===== src/rtl/hex_entry_if.sv =====
// Keypad-entry bus: input strobes toward the entry controller, committed value and echo back.
// Parameter DIGITS must match the controller it connects to.
interface hex_entry_if #(
  parameter int unsigned DIGITS = 4
) ();
  localparam int unsigned BW = 4 * DIGITS;
  localparam int unsigned CW = $clog2(DIGITS + 1);

  logic          key_pulse;
  logic [3:0]    key_value;
  logic          clr_pulse;
  logic          bksp_pulse;
  logic          enter_pulse;
  logic          out_ready;
  logic          out_valid;
  logic [BW-1:0] out_value;
  logic [BW-1:0] disp_value;
  logic [CW-1:0] digit_count;
  logic          key_reject;
  logic          timeout_pulse;

  // Driver of keypad strobes and consumer of committed values.
  modport master (
    output key_pulse, key_value, clr_pulse, bksp_pulse, enter_pulse, out_ready,
    input  out_valid, out_value, disp_value, digit_count, key_reject, timeout_pulse
  );

  // Entry controller side.
  modport slave (
    input  key_pulse, key_value, clr_pulse, bksp_pulse, enter_pulse, out_ready,
    output out_valid, out_value, disp_value, digit_count, key_reject, timeout_pulse
  );
endinterface


===== src/rtl/hex_entry_ctrl.sv =====
// hex_entry_ctrl: collects keypad digit strobes into a DIGITS-nibble hex entry with
// backspace/clear/enter, and hands committed values downstream over valid/ready.
// Optional feature macro: ENTRY_TIMEOUT_EN (inactivity auto-clear after TIMEOUT_CYC cycles).
module hex_entry_ctrl #(
  parameter int unsigned DIGITS      = 4,
  parameter int unsigned TIMEOUT_CYC = 50000000
) (
  input  logic        clk,
  input  logic        reset_n,
  hex_entry_if.slave  bus
);
  localparam int unsigned BW = 4 * DIGITS;
  localparam int unsigned CW = $clog2(DIGITS + 1);

  // Elaboration-time parameter sanity.
  if (DIGITS < 1) begin : g_bad_digits
    $error("hex_entry_ctrl: DIGITS must be >= 1");
  end
  if (TIMEOUT_CYC < 2) begin : g_bad_timeout
    $error("hex_entry_ctrl: TIMEOUT_CYC must be >= 2");
  end

  typedef enum logic [1:0] {
    ST_EMPTY = 2'd0,
    ST_ENTRY = 2'd1,
    ST_FULL  = 2'd2,
    ST_HOLD  = 2'd3
  } state_t;

  state_t        r_state;
  logic [BW-1:0] r_buf;
  logic [CW-1:0] r_count;
  logic          r_out_valid;
  logic [BW-1:0] r_out_value;
  logic          r_key_reject;
  logic          r_timeout_pulse;

  state_t        w_state_next;
  logic [BW-1:0] w_buf_next;
  logic [CW-1:0] w_count_next;
  logic          w_out_valid_next;
  logic [BW-1:0] w_out_value_next;
  logic          w_key_reject_next;
  logic          w_timeout_next;
  logic          w_key_acc;
  logic          w_bksp_acc;
  logic          w_any_strobe;

`ifdef ENTRY_TIMEOUT_EN
  localparam int unsigned IW = (TIMEOUT_CYC > 2) ? $clog2(TIMEOUT_CYC) : 1;
  // Last idle count before the auto-clear edge: the clear lands TIMEOUT_CYC-1 cycles after activity.
  localparam logic [IW-1:0] IDLE_LAST = IW'(TIMEOUT_CYC - 2);

  logic [IW-1:0] r_idle;
  logic [IW-1:0] w_idle_next;
`endif

  // Next-state, buffer and output decode; priority clr > enter > bksp > key.
  always_comb begin
    w_state_next      = r_state;
    w_buf_next        = r_buf;
    w_count_next      = r_count;
    w_out_valid_next  = r_out_valid;
    w_out_value_next  = r_out_value;
    w_key_reject_next = bus.key_pulse;
    w_timeout_next    = 1'b0;
    w_key_acc         = 1'b0;
    w_bksp_acc        = 1'b0;
    w_any_strobe      = bus.clr_pulse | bus.enter_pulse | bus.bksp_pulse | bus.key_pulse;

    case (r_state)
      ST_HOLD: begin
        // Pending commit is protected: only the downstream handshake leaves HOLD.
        if (r_out_valid && bus.out_ready) begin
          w_out_valid_next = 1'b0;
          w_buf_next       = '0;
          w_count_next     = '0;
          w_state_next     = ST_EMPTY;
        end
      end
      default: begin
        if (bus.clr_pulse) begin
          w_buf_next   = '0;
          w_count_next = '0;
          w_state_next = ST_EMPTY;
        end else if (bus.enter_pulse) begin
          if (r_state != ST_EMPTY) begin
            w_out_value_next = r_buf;
            w_out_valid_next = 1'b1;
            w_state_next     = ST_HOLD;
          end
        end else if (bus.bksp_pulse) begin
          if (r_state != ST_EMPTY) begin
            w_bksp_acc   = 1'b1;
            w_buf_next   = r_buf >> 4;
            w_count_next = r_count - CW'(1);
            w_state_next = (r_count == CW'(1)) ? ST_EMPTY : ST_ENTRY;
          end
        end else if (bus.key_pulse) begin
          if (r_state != ST_FULL) begin
            w_key_acc         = 1'b1;
            w_key_reject_next = 1'b0;
            w_buf_next        = (r_buf << 4) | BW'(bus.key_value);
            w_count_next      = r_count + CW'(1);
            w_state_next      = (r_count + CW'(1) == CW'(DIGITS)) ? ST_FULL : ST_ENTRY;
          end
        end
      end
    endcase

`ifdef ENTRY_TIMEOUT_EN
    // Idle counter runs in ENTRY/FULL; any accepted edit or state change restarts it.
    w_idle_next = '0;
    if ((r_state == ST_ENTRY || r_state == ST_FULL) && (w_state_next == r_state) &&
        !w_key_acc && !w_bksp_acc) begin
      w_idle_next = (r_idle < IDLE_LAST) ? r_idle + IW'(1) : r_idle;
    end
    // Any strobe this cycle takes precedence over the auto-clear.
    if ((r_state == ST_ENTRY || r_state == ST_FULL) && !w_any_strobe &&
        (r_idle == IDLE_LAST)) begin
      w_buf_next     = '0;
      w_count_next   = '0;
      w_state_next   = ST_EMPTY;
      w_idle_next    = '0;
      w_timeout_next = 1'b1;
    end
`endif
  end

  // State and output registers.
  always_ff @(posedge clk or negedge reset_n) begin
    if (!reset_n) begin
      r_state         <= ST_EMPTY;
      r_buf           <= '0;
      r_count         <= '0;
      r_out_valid     <= 1'b0;
      r_out_value     <= '0;
      r_key_reject    <= 1'b0;
      r_timeout_pulse <= 1'b0;
    end else begin
      r_state         <= w_state_next;
      r_buf           <= w_buf_next;
      r_count         <= w_count_next;
      r_out_valid     <= w_out_valid_next;
      r_out_value     <= w_out_value_next;
      r_key_reject    <= w_key_reject_next;
      r_timeout_pulse <= w_timeout_next;
    end
  end

`ifdef ENTRY_TIMEOUT_EN
  // Inactivity counter register.
  always_ff @(posedge clk or negedge reset_n) begin
    if (!reset_n) begin
      r_idle <= '0;
    end else begin
      r_idle <= w_idle_next;
    end
  end
`endif

  assign bus.out_valid     = r_out_valid;
  assign bus.out_value     = r_out_value;
  assign bus.disp_value    = r_buf;
  assign bus.digit_count   = r_count;
  assign bus.key_reject    = r_key_reject;
  assign bus.timeout_pulse = r_timeout_pulse;

endmodule


===== src/flat_wrapper.sv =====
// flat-port wrapper written by rule: the top's interface ports become plain ports
module hex_entry_ctrl_flat 
#(
  parameter int unsigned DIGITS      = 4,
  parameter int unsigned TIMEOUT_CYC = 50000000
)
  (clk, reset_n, bus_key_pulse, bus_key_value, bus_clr_pulse, bus_bksp_pulse, bus_enter_pulse, bus_out_ready, bus_out_valid, bus_out_value, bus_disp_value, bus_digit_count, bus_key_reject, bus_timeout_pulse);
  hex_entry_if #(.DIGITS(DIGITS)) bus_i ();
  input  logic clk;
  input  logic reset_n;
  input wire logic [$bits(bus_i.key_pulse)-1:0] bus_key_pulse;
  input wire logic [$bits(bus_i.key_value)-1:0] bus_key_value;
  input wire logic [$bits(bus_i.clr_pulse)-1:0] bus_clr_pulse;
  input wire logic [$bits(bus_i.bksp_pulse)-1:0] bus_bksp_pulse;
  input wire logic [$bits(bus_i.enter_pulse)-1:0] bus_enter_pulse;
  input wire logic [$bits(bus_i.out_ready)-1:0] bus_out_ready;
  output wire logic [$bits(bus_i.out_valid)-1:0] bus_out_valid;
  output wire logic [$bits(bus_i.out_value)-1:0] bus_out_value;
  output wire logic [$bits(bus_i.disp_value)-1:0] bus_disp_value;
  output wire logic [$bits(bus_i.digit_count)-1:0] bus_digit_count;
  output wire logic [$bits(bus_i.key_reject)-1:0] bus_key_reject;
  output wire logic [$bits(bus_i.timeout_pulse)-1:0] bus_timeout_pulse;
  assign bus_i.key_pulse = bus_key_pulse;
  assign bus_i.key_value = bus_key_value;
  assign bus_i.clr_pulse = bus_clr_pulse;
  assign bus_i.bksp_pulse = bus_bksp_pulse;
  assign bus_i.enter_pulse = bus_enter_pulse;
  assign bus_i.out_ready = bus_out_ready;
  assign bus_out_valid = bus_i.out_valid;
  assign bus_out_value = bus_i.out_value;
  assign bus_disp_value = bus_i.disp_value;
  assign bus_digit_count = bus_i.digit_count;
  assign bus_key_reject = bus_i.key_reject;
  assign bus_timeout_pulse = bus_i.timeout_pulse;
  hex_entry_ctrl #(.DIGITS(DIGITS), .TIMEOUT_CYC(TIMEOUT_CYC)) u_core (.clk(clk), .reset_n(reset_n), .bus(bus_i));
endmodule

===== config.mk =====
export PLATFORM = sky130hd
export DESIGN_NAME = hex_entry_ctrl_flat
export DESIGN_NICKNAME = d
export VERILOG_FILES = /design/src/rtl/hex_entry_if.sv /design/src/rtl/hex_entry_ctrl.sv /design/src/flat_wrapper.sv
export SDC_FILE = /design/constraint.sdc
export NUM_CORES = 1
export LEC_CHECK = 0
export ABC_AREA = 0
export CAP_MARGIN = 20
export CORE_UTILIZATION = 40
export CTS_CLUSTER_DIAMETER = 100
export DETAILED_ROUTE_END_ITERATION = 12
export PLACE_DENSITY = 0.75
export SETUP_SLACK_MARGIN = 0.2
export SLEW_MARGIN = 20
export SYNTH_ARGS = -nofsm -noshare
export SYNTH_HDL_FRONTEND = slang
export SYNTH_SLANG_ARGS = --single-unit

===== constraint.sdc =====
create_clock -name clk -period 1.5 [get_ports clk]
set_input_delay 0.225 -clock clk [delete_from_list [all_inputs] [get_ports clk]]
set_output_delay 0.225 -clock clk [all_outputs]
set_load 0.1 [all_outputs]

==> results of run 1 <==
==> what timing repair did <==
action	in CTS	in global routing
cloned	1	1
hold buffers	1	0
gates resized for setup	14	27
setup buffers	1	0
endpoints found under the hold margin	39	0
pin swaps	5	3
setup endpoints to repair	38	38
==> state kept, by name, indices dropped and copies added, names as in the netlist <==
name,flops
u_core.r_state,2
u_core.bus.key_reject,1
u_core.bus.digit_count,3
u_core.bus.out_valid,1
u_core.bus.out_value,16
u_core.bus.disp_value,16
==> logic make-up (layout without fill, tap and decap cells) <==
logic type                 count (synthesis)  count (layout)
buffers and inverters                     13              88
adders and majority gates                  8               8
xor gates and xnor gates                   2               2
other                                      1               1
muxes                                     31              31
and+or+nand+nor                           39              39
DFF                                       39              39
AOI/OAI and AO/OA                         30              30
==> tightest hold or removal path: stages <==
cell and delay [ns]:
dlygate4sd3_1 0.52, buf_2 0.12, buf_12 0.22
==> metrics by stage <==
stage / cells / power (mW) / TNS [ns] / util, %
5_1_grt: 290 / 4.650 / -3.888 / 74.92
4_1_cts: 289 / 4.349 / -1.633 / 72.58
3_3_place_gp: 278 / 3.487 / -7.595 / 68.58
6_report: 290 / 4.453 / -1.889 / 74.92
3_5_place_dp: 278 / 3.529 / -8.518 / 68.58
2_1_floorplan: 163 / 2.686 / -0.4164 / -
==> synthesized netlist by cell type (all sizes together), types with 2 or more instances <==
library cell | count | share of area, %
inv | 6 | 1.2
and2 | 2 | 0.64
nand2 | 25 | 5.0
buf | 7 | 3.3
dfrtp | 39 | 50
o21ai | 21 | 7.0
mux2i | 14 | 7.2
ha | 8 | 5.2
mux2 | 17 | 9.9
nor2 | 3 | 0.58
or2 | 2 | 0.64
==> per-layer routing <==
metal | track usage, % | vias up
met5 | 0 | -
met4 | 5.882 | 0
met3 | 4.641 | 9
met2 | 33.96 | 45
met1 | 23.36 | 732
li1 | - | 708
==> path summary, 6_finish.rpt <==
kind / from / to / slack, ns / cells past startpoint
max in group asynchronous: reset_n / u_core.bus.digit_count[1] / 0.85 / 3
min in group clk: u_core.bus.out_value[4] / u_core.bus.out_value[4] / 0.58 / 1
max: u_core.r_state[1] / u_core.bus.disp_value[9] / -0.12 / 6
min: reset_n / u_core.bus.out_value[0] / 0.44 / 3
min reg2reg: u_core.bus.out_value[4] / u_core.bus.out_value[4] / 0.58 / 1
max reg2reg: u_core.r_state[1] / u_core.bus.disp_value[9] / -0.12 / 6
==> power by group through the flow <==
stage	Combinational, mW	Sequential [mW]	Clock, mW
final	2.36	1.40	0.692
after global routing	2.47	1.42	0.753
after CTS	2.24	1.39	0.713
after detailed placement	2.13	1.40	0
after global placement	2.09	1.39	0
after floorplan	0.642	2.04	0
==> cell type report <==
class / count / area [sq um] / share of cell area, %
Sequential cell: 39 / 991.0 / 29.37
Clock buffer: 7 / 76.32 / 2.262
Timing Repair Buffer: 74 / 1132 / 33.56
Clock inverter: 1 / 5.005 / 0.1483
Tap cell: 52 / 65.06 / 1.928
Multi-Input combinational cell: 111 / 1082 / 32.07
Inverter: 6 / 22.52 / 0.6674
==> reports/metrics.yaml, run 1 <==
floorplanning:
  dieArea_sq_mm: 0.005137
  rows: 24
  num_io_pins: 49
  initial_utilization_pct: 43.11
  core-area_sq_mm: 0.004504
  die_h_um: 71.68
  die_w_um: 71.68
pwr:
  clkPwrFrac_pct: 15.5
  power_density_mw_per_mm2: 1320
  p_sw_share_pct: 43.11
  switching_power_mw: 1.920
  p_leak_nw: 1.586
  intPower_mw: 2.533
  ir_drop_mv: 0.8419
  seqPwrFrac_pct: 31.5
  pwr-share-comb_pct: 53.0
sta:
  whs_ns: 0.4370
  fin_crit_sh_pct: 108.3
  fmax_mhz: 615.5
  period_needed_ns: 1.625
  rsz0062_at_grt: "true"
  final_hold_viol_count: 0
  timing.final.ws_setup_ns: -0.1248
  setup_viol: 27
  maxSlewViolCount: 0
  fin_skew_ns: 0.007734
placement:
  dp.final_hpwl_um: 3273
  io_buffers: 47
  place.gp.congestion: 0.8821
  post-place-ws_ns: -0.3106
  placed_area_sq_mm: 0.003089
clock_tree:
  cts_htree_levels: 2
  cts_tree: "done"
  cts_made_buffers: 5
  clkSlewWorstSetupHoldPaths_ns: 0.07
  cts_buffer_depth: 2
  clock_latency_ns: 0.29
  clock_sinks: 39
  root_buffer: "clkbuf_8"
detailed_routing:
  via_per_inst: 5.152
  dr_total_vias: 1494
  dr_wl_met2_um: 2519
  drtAntennaViolNets: 0
  wl_met3_um: 201
  top_layer_used: "met4"
  post-route-drc-count: 0
  wl_per_cell_um: 16.64
  wl_um: 4825
  first_pass_iters: 4
  first_iter_violations: 41
  met1_length_um: 2029
yosys:
  async_reset_ff_share_pct: 100.0
  netlist_instances: 163
  ys.flop_type: "dfrtp_1"
  ys_seq_area_share_pct: 50.26
  synth_fp_nets: 182
  synthSimpleGateAreaFrac_pct: 9.665
  netlist_area_sq_mm: 0.001942
  synthAdderAreaFrac_pct: 5.155
  synth_compound_area_share_pct: 12.24
  synth_edf_count: 0
  synth_top_family_by_area: "multiplexers"
  synth_area_per_cell_sq_um: 11.91
  synthXorXnorAreaFrac_pct: 0.9021
  synthMuxAreaShare_pct: 17.07
  ys_types: 37
  synth_seq_cells: 39
  yosysWarnings: 0
final_layout:
  final_area_sq_mm: 0.003374
  final_cell_mix: "buf_12 (41), dfrtp_1 (33), buf_4 (19)"
  areaGrowthSynthToFinish_pct: 73.78
  drive_gt1_share_pct: 57.14
  antennaDiodeCount: 0
  final_common_cell: "buf_12"
  nNetsFinal: 256
  fillers: 274
outcome:
  outcome: "complete, but fails checks"
  violations: "negative setup slack"
grt:
  grt_util_all_layers_pct: 19.29
  antenna_found_initial: 0
  grt-ovfl-total: 0
  grt_max_degree: 40
  grt_pass1_wl_um: 7458
  first_global_vias: 1507
hold_path:
  worstHoldPathType: "in2async"
critical_path:
  required_ns: 1.72
  cp_num_buf_inv: 1
  path_max_fanout: 8
  cp-end-kind: "flip-flop"
  max_stage_delay_ns: 0.44
  critPathSlowestCell: "dfrtp_2"
  worstPathArrival_ns: 1.84
  crit_chain: "ha_4 > or3b_4 > o2111ai_4 > clkbuf_16 > nand2_1 > o21ai_1"
  startpoint_type: "flip-flop"
  crit_type: "reg2reg"
  cpLargestDelayFamily: "flip-flops"
job:
  maxCapViolations: 0
No activity file was read; power rests on OpenSTA's default activity.
==> run 2: changes to the inputs <==
CORE_UTILIZATION = 42   (was 40)
PLACE_DENSITY = 0.78   (was 0.75)
==> run 2 against run 1 <==
Compared with the run above:
- the run still ends with negative setup slack left
- total power is 2.4% higher
- fmax is 2.8% lower
- combinational power is 4% higher
- sequential cell count stayed put
- first-iteration DRC count is 85% higher
- largest cell class unchanged
==> reports/metrics.yaml, run 2 (synthesis results as in run 1) <==
final_layout:
  final_cell_mix: "buf_12 (42), dfrtp_1 (34), buf_4 (19)"
  areaGrowthSynthToFinish_pct: 76.35
  final-instance-count-excl-fill: 292
  final_area_sq_mm: 0.003425
  final_core_util_pct: 78.11
  antennaDiodeCount: 0
  drive_gt1_share_pct: 56.67
  nNetsFinal: 258
  final_common_cell: "buf_12"
critical_path:
  max_stage_delay_ns: 0.44
  crit_type: "reg2reg"
  required_ns: 1.72
  startpoint_type: "flip-flop"
  worstPathArrival_ns: 1.89
  reg2reg_from: "u_core.r_state[1]"
  path_max_fanout: 7
  r2r_setup_slack_ns: -0.17
  r2r_cells: 6
  cp-end-kind: "flip-flop"
  crit_chain: "ha_4 > or3b_4 > o2111ai_4 > clkbuf_16 > nand2_2 > o21ai_1"
  r2r_end: "u_core.bus.disp_value[8]"
  critPathSlowestCell: "dfrtp_2"
sta:
  final_hold_viol_count: 0
  fmax_mhz: 598.3
  fin_skew_ns: 0.003909
  setup_viol: 29
  maxSlewViolCount: 0
  rsz0062_at_grt: "true"
  whs_ns: 0.3637
  fin_crit_sh_pct: 111.4
  period_needed_ns: 1.671
  timing.final.ws_setup_ns: -0.1714
detailed_routing:
  dr_total_vias: 1549
  via_per_inst: 5.305
  wl_um: 5073
  first_iter_violations: 76
  first_pass_iters: 4
  post-route-drc-count: 0
  wl_per_cell_um: 17.37
  drtAntennaViolNets: 0
placement:
  io_buffers: 47
  dp.cells: 278
  placed_area_sq_mm: 0.003102
  dp.final_hpwl_um: 3264
  place.gp.congestion: 0.8221
pwr:
  seqPwrFrac_pct: 30.7
  pwr-share-comb_pct: 53.9
  clkPwrFrac_pct: 15.4
  intPower_mw: 2.604
  ir_drop_mv: 1.107
  total_power_mw: 4.560
  switching_power_mw: 1.956
  p_sw_share_pct: 42.90
  p_leak_nw: 1.599
  power_density_mw_per_mm2: 1331
grt:
  grt_util_all_layers_pct: 20.44
  first_global_vias: 1504
  grt_max_degree: 27
  antenna_found_initial: 0
  grt-ovfl-total: 0
  grt_pass1_wl_um: 7665
clock_tree:
  cts_tree: "done"
  clock_latency_ns: 0.29
  clock_sinks: 39
  cts_made_buffers: 5
  clkSlewWorstSetupHoldPaths_ns: 0.08
  root_buffer: "clkbuf_8"
  cts_htree_levels: 2
  cts_buffer_depth: 2
outcome:
  outcome: "complete, but fails checks"
  violations: "negative setup slack"
floorplanning:
  die_h_um: 70.00
  core-area_sq_mm: 0.004384
  die_w_um: 70.00
  dieArea_sq_mm: 0.004899
  num_io_pins: 49
  initial_utilization_pct: 44.29
  rows: 24
hold_path:
  worstHoldPathType: "in2async"
job:
  maxCapViolations: 0
==> run 2: cell types whose count changed in the layout (fill, tap and decap cells not counted), sizes merged <==
cell	before	now
dlygate4sd2	0	1
buf	63	64
clkdlybuf4s50	9	8
clkinvlp	0	1
==> run 2: worst max-delay path, delay by kind of cell, from the launching register on <==
| kind | cells | cell delay [ns] |
|---|---|---|
| AOI/OAI and AO/OA | 2 | 0.27 |
| and+or+nand+nor | 2 | 0.45 |
| adders and majority gates | 1 | 0.20 |
| DFF | 1 | 0.44 |
| buffers and inverters | 1 | 0.23 |
==> run 2: area by class of cell <==
type | count | area (sq um)
fillers | 243 | 959.7
clock inverters | 2 | 12.51
flip-flops and latches | 39 | 989.7
repair buffers | 76 | 1176
inverters | 6 | 22.52
well taps | 52 | 65.06
multi-input cells | 111 | 1086
clock buffers | 6 | 72.57
==> run 2: timing repair <==
item / in CTS / in global routing
pin swaps: 2 / 5
endpoints found under the setup margin: 38 / 38
endpoints found under the hold margin: 13 / 0
hold buffers: 1 / 0
cloned: 1 / 2
setup buffers: 1 / 1
gates resized for setup: 11 / 29
==> run 2: worst max path at each step <==
stage	from	slack [ns]	to	depth (start not counted)
final	u_core.r_state[1]	-0.17	u_core.bus.disp_value[8]	6
after global routing	u_core.r_state[0]	-0.23	u_core.bus.digit_count[2]	6
after floorplan	u_core.bus.digit_count[0]	-0.03	u_core.r_state[0]	4
after global placement	bus_clr_pulse	-0.26	u_core.bus.out_value[3]	5
after CTS	u_core.r_state[1]	-0.16	u_core.bus.disp_value[6]	6
after detailed placement	bus_clr_pulse	-0.31	u_core.bus.disp_value[3]	6
==> run 2: metal layers <==
layer	global-route usage [%]	vias to the layer above	routed length, um
met3	5.339	9	226
met2	31.84	43	2557
met5	0	-	0
met4	8.667	0	87
li1	-	720	-
met1	26.98	777	2203
==> run 2: stage by stage <==
stage | setup TNS [ns] | worst slack, ns
3_5_place_dp | -9.900 | -0.3103
6_report | -3.637 | -0.1714
2_1_floorplan | -0.4164 | -0.03273
5_1_grt | -5.152 | -0.2262
4_1_cts | -2.524 | -0.1552
3_3_place_gp | -8.491 | -0.2644
==> run 2: power groups by stage <==
stage                     combinational, mW  clock, mW  sequential [mW]
after floorplan                       0.642          0             2.04
after global placement                 2.12          0             1.39
after detailed placement               2.15          0             1.40
after CTS                              2.26      0.715             1.38
after global routing                   2.57      0.750             1.42
final                                  2.46      0.701             1.40
==> run 3: changes to the inputs <==
CTS_CLUSTER_DIAMETER = 40   (was 100)
==> results of run 3 <==
Final layout, timing and power as in run 2 (identical DEF).
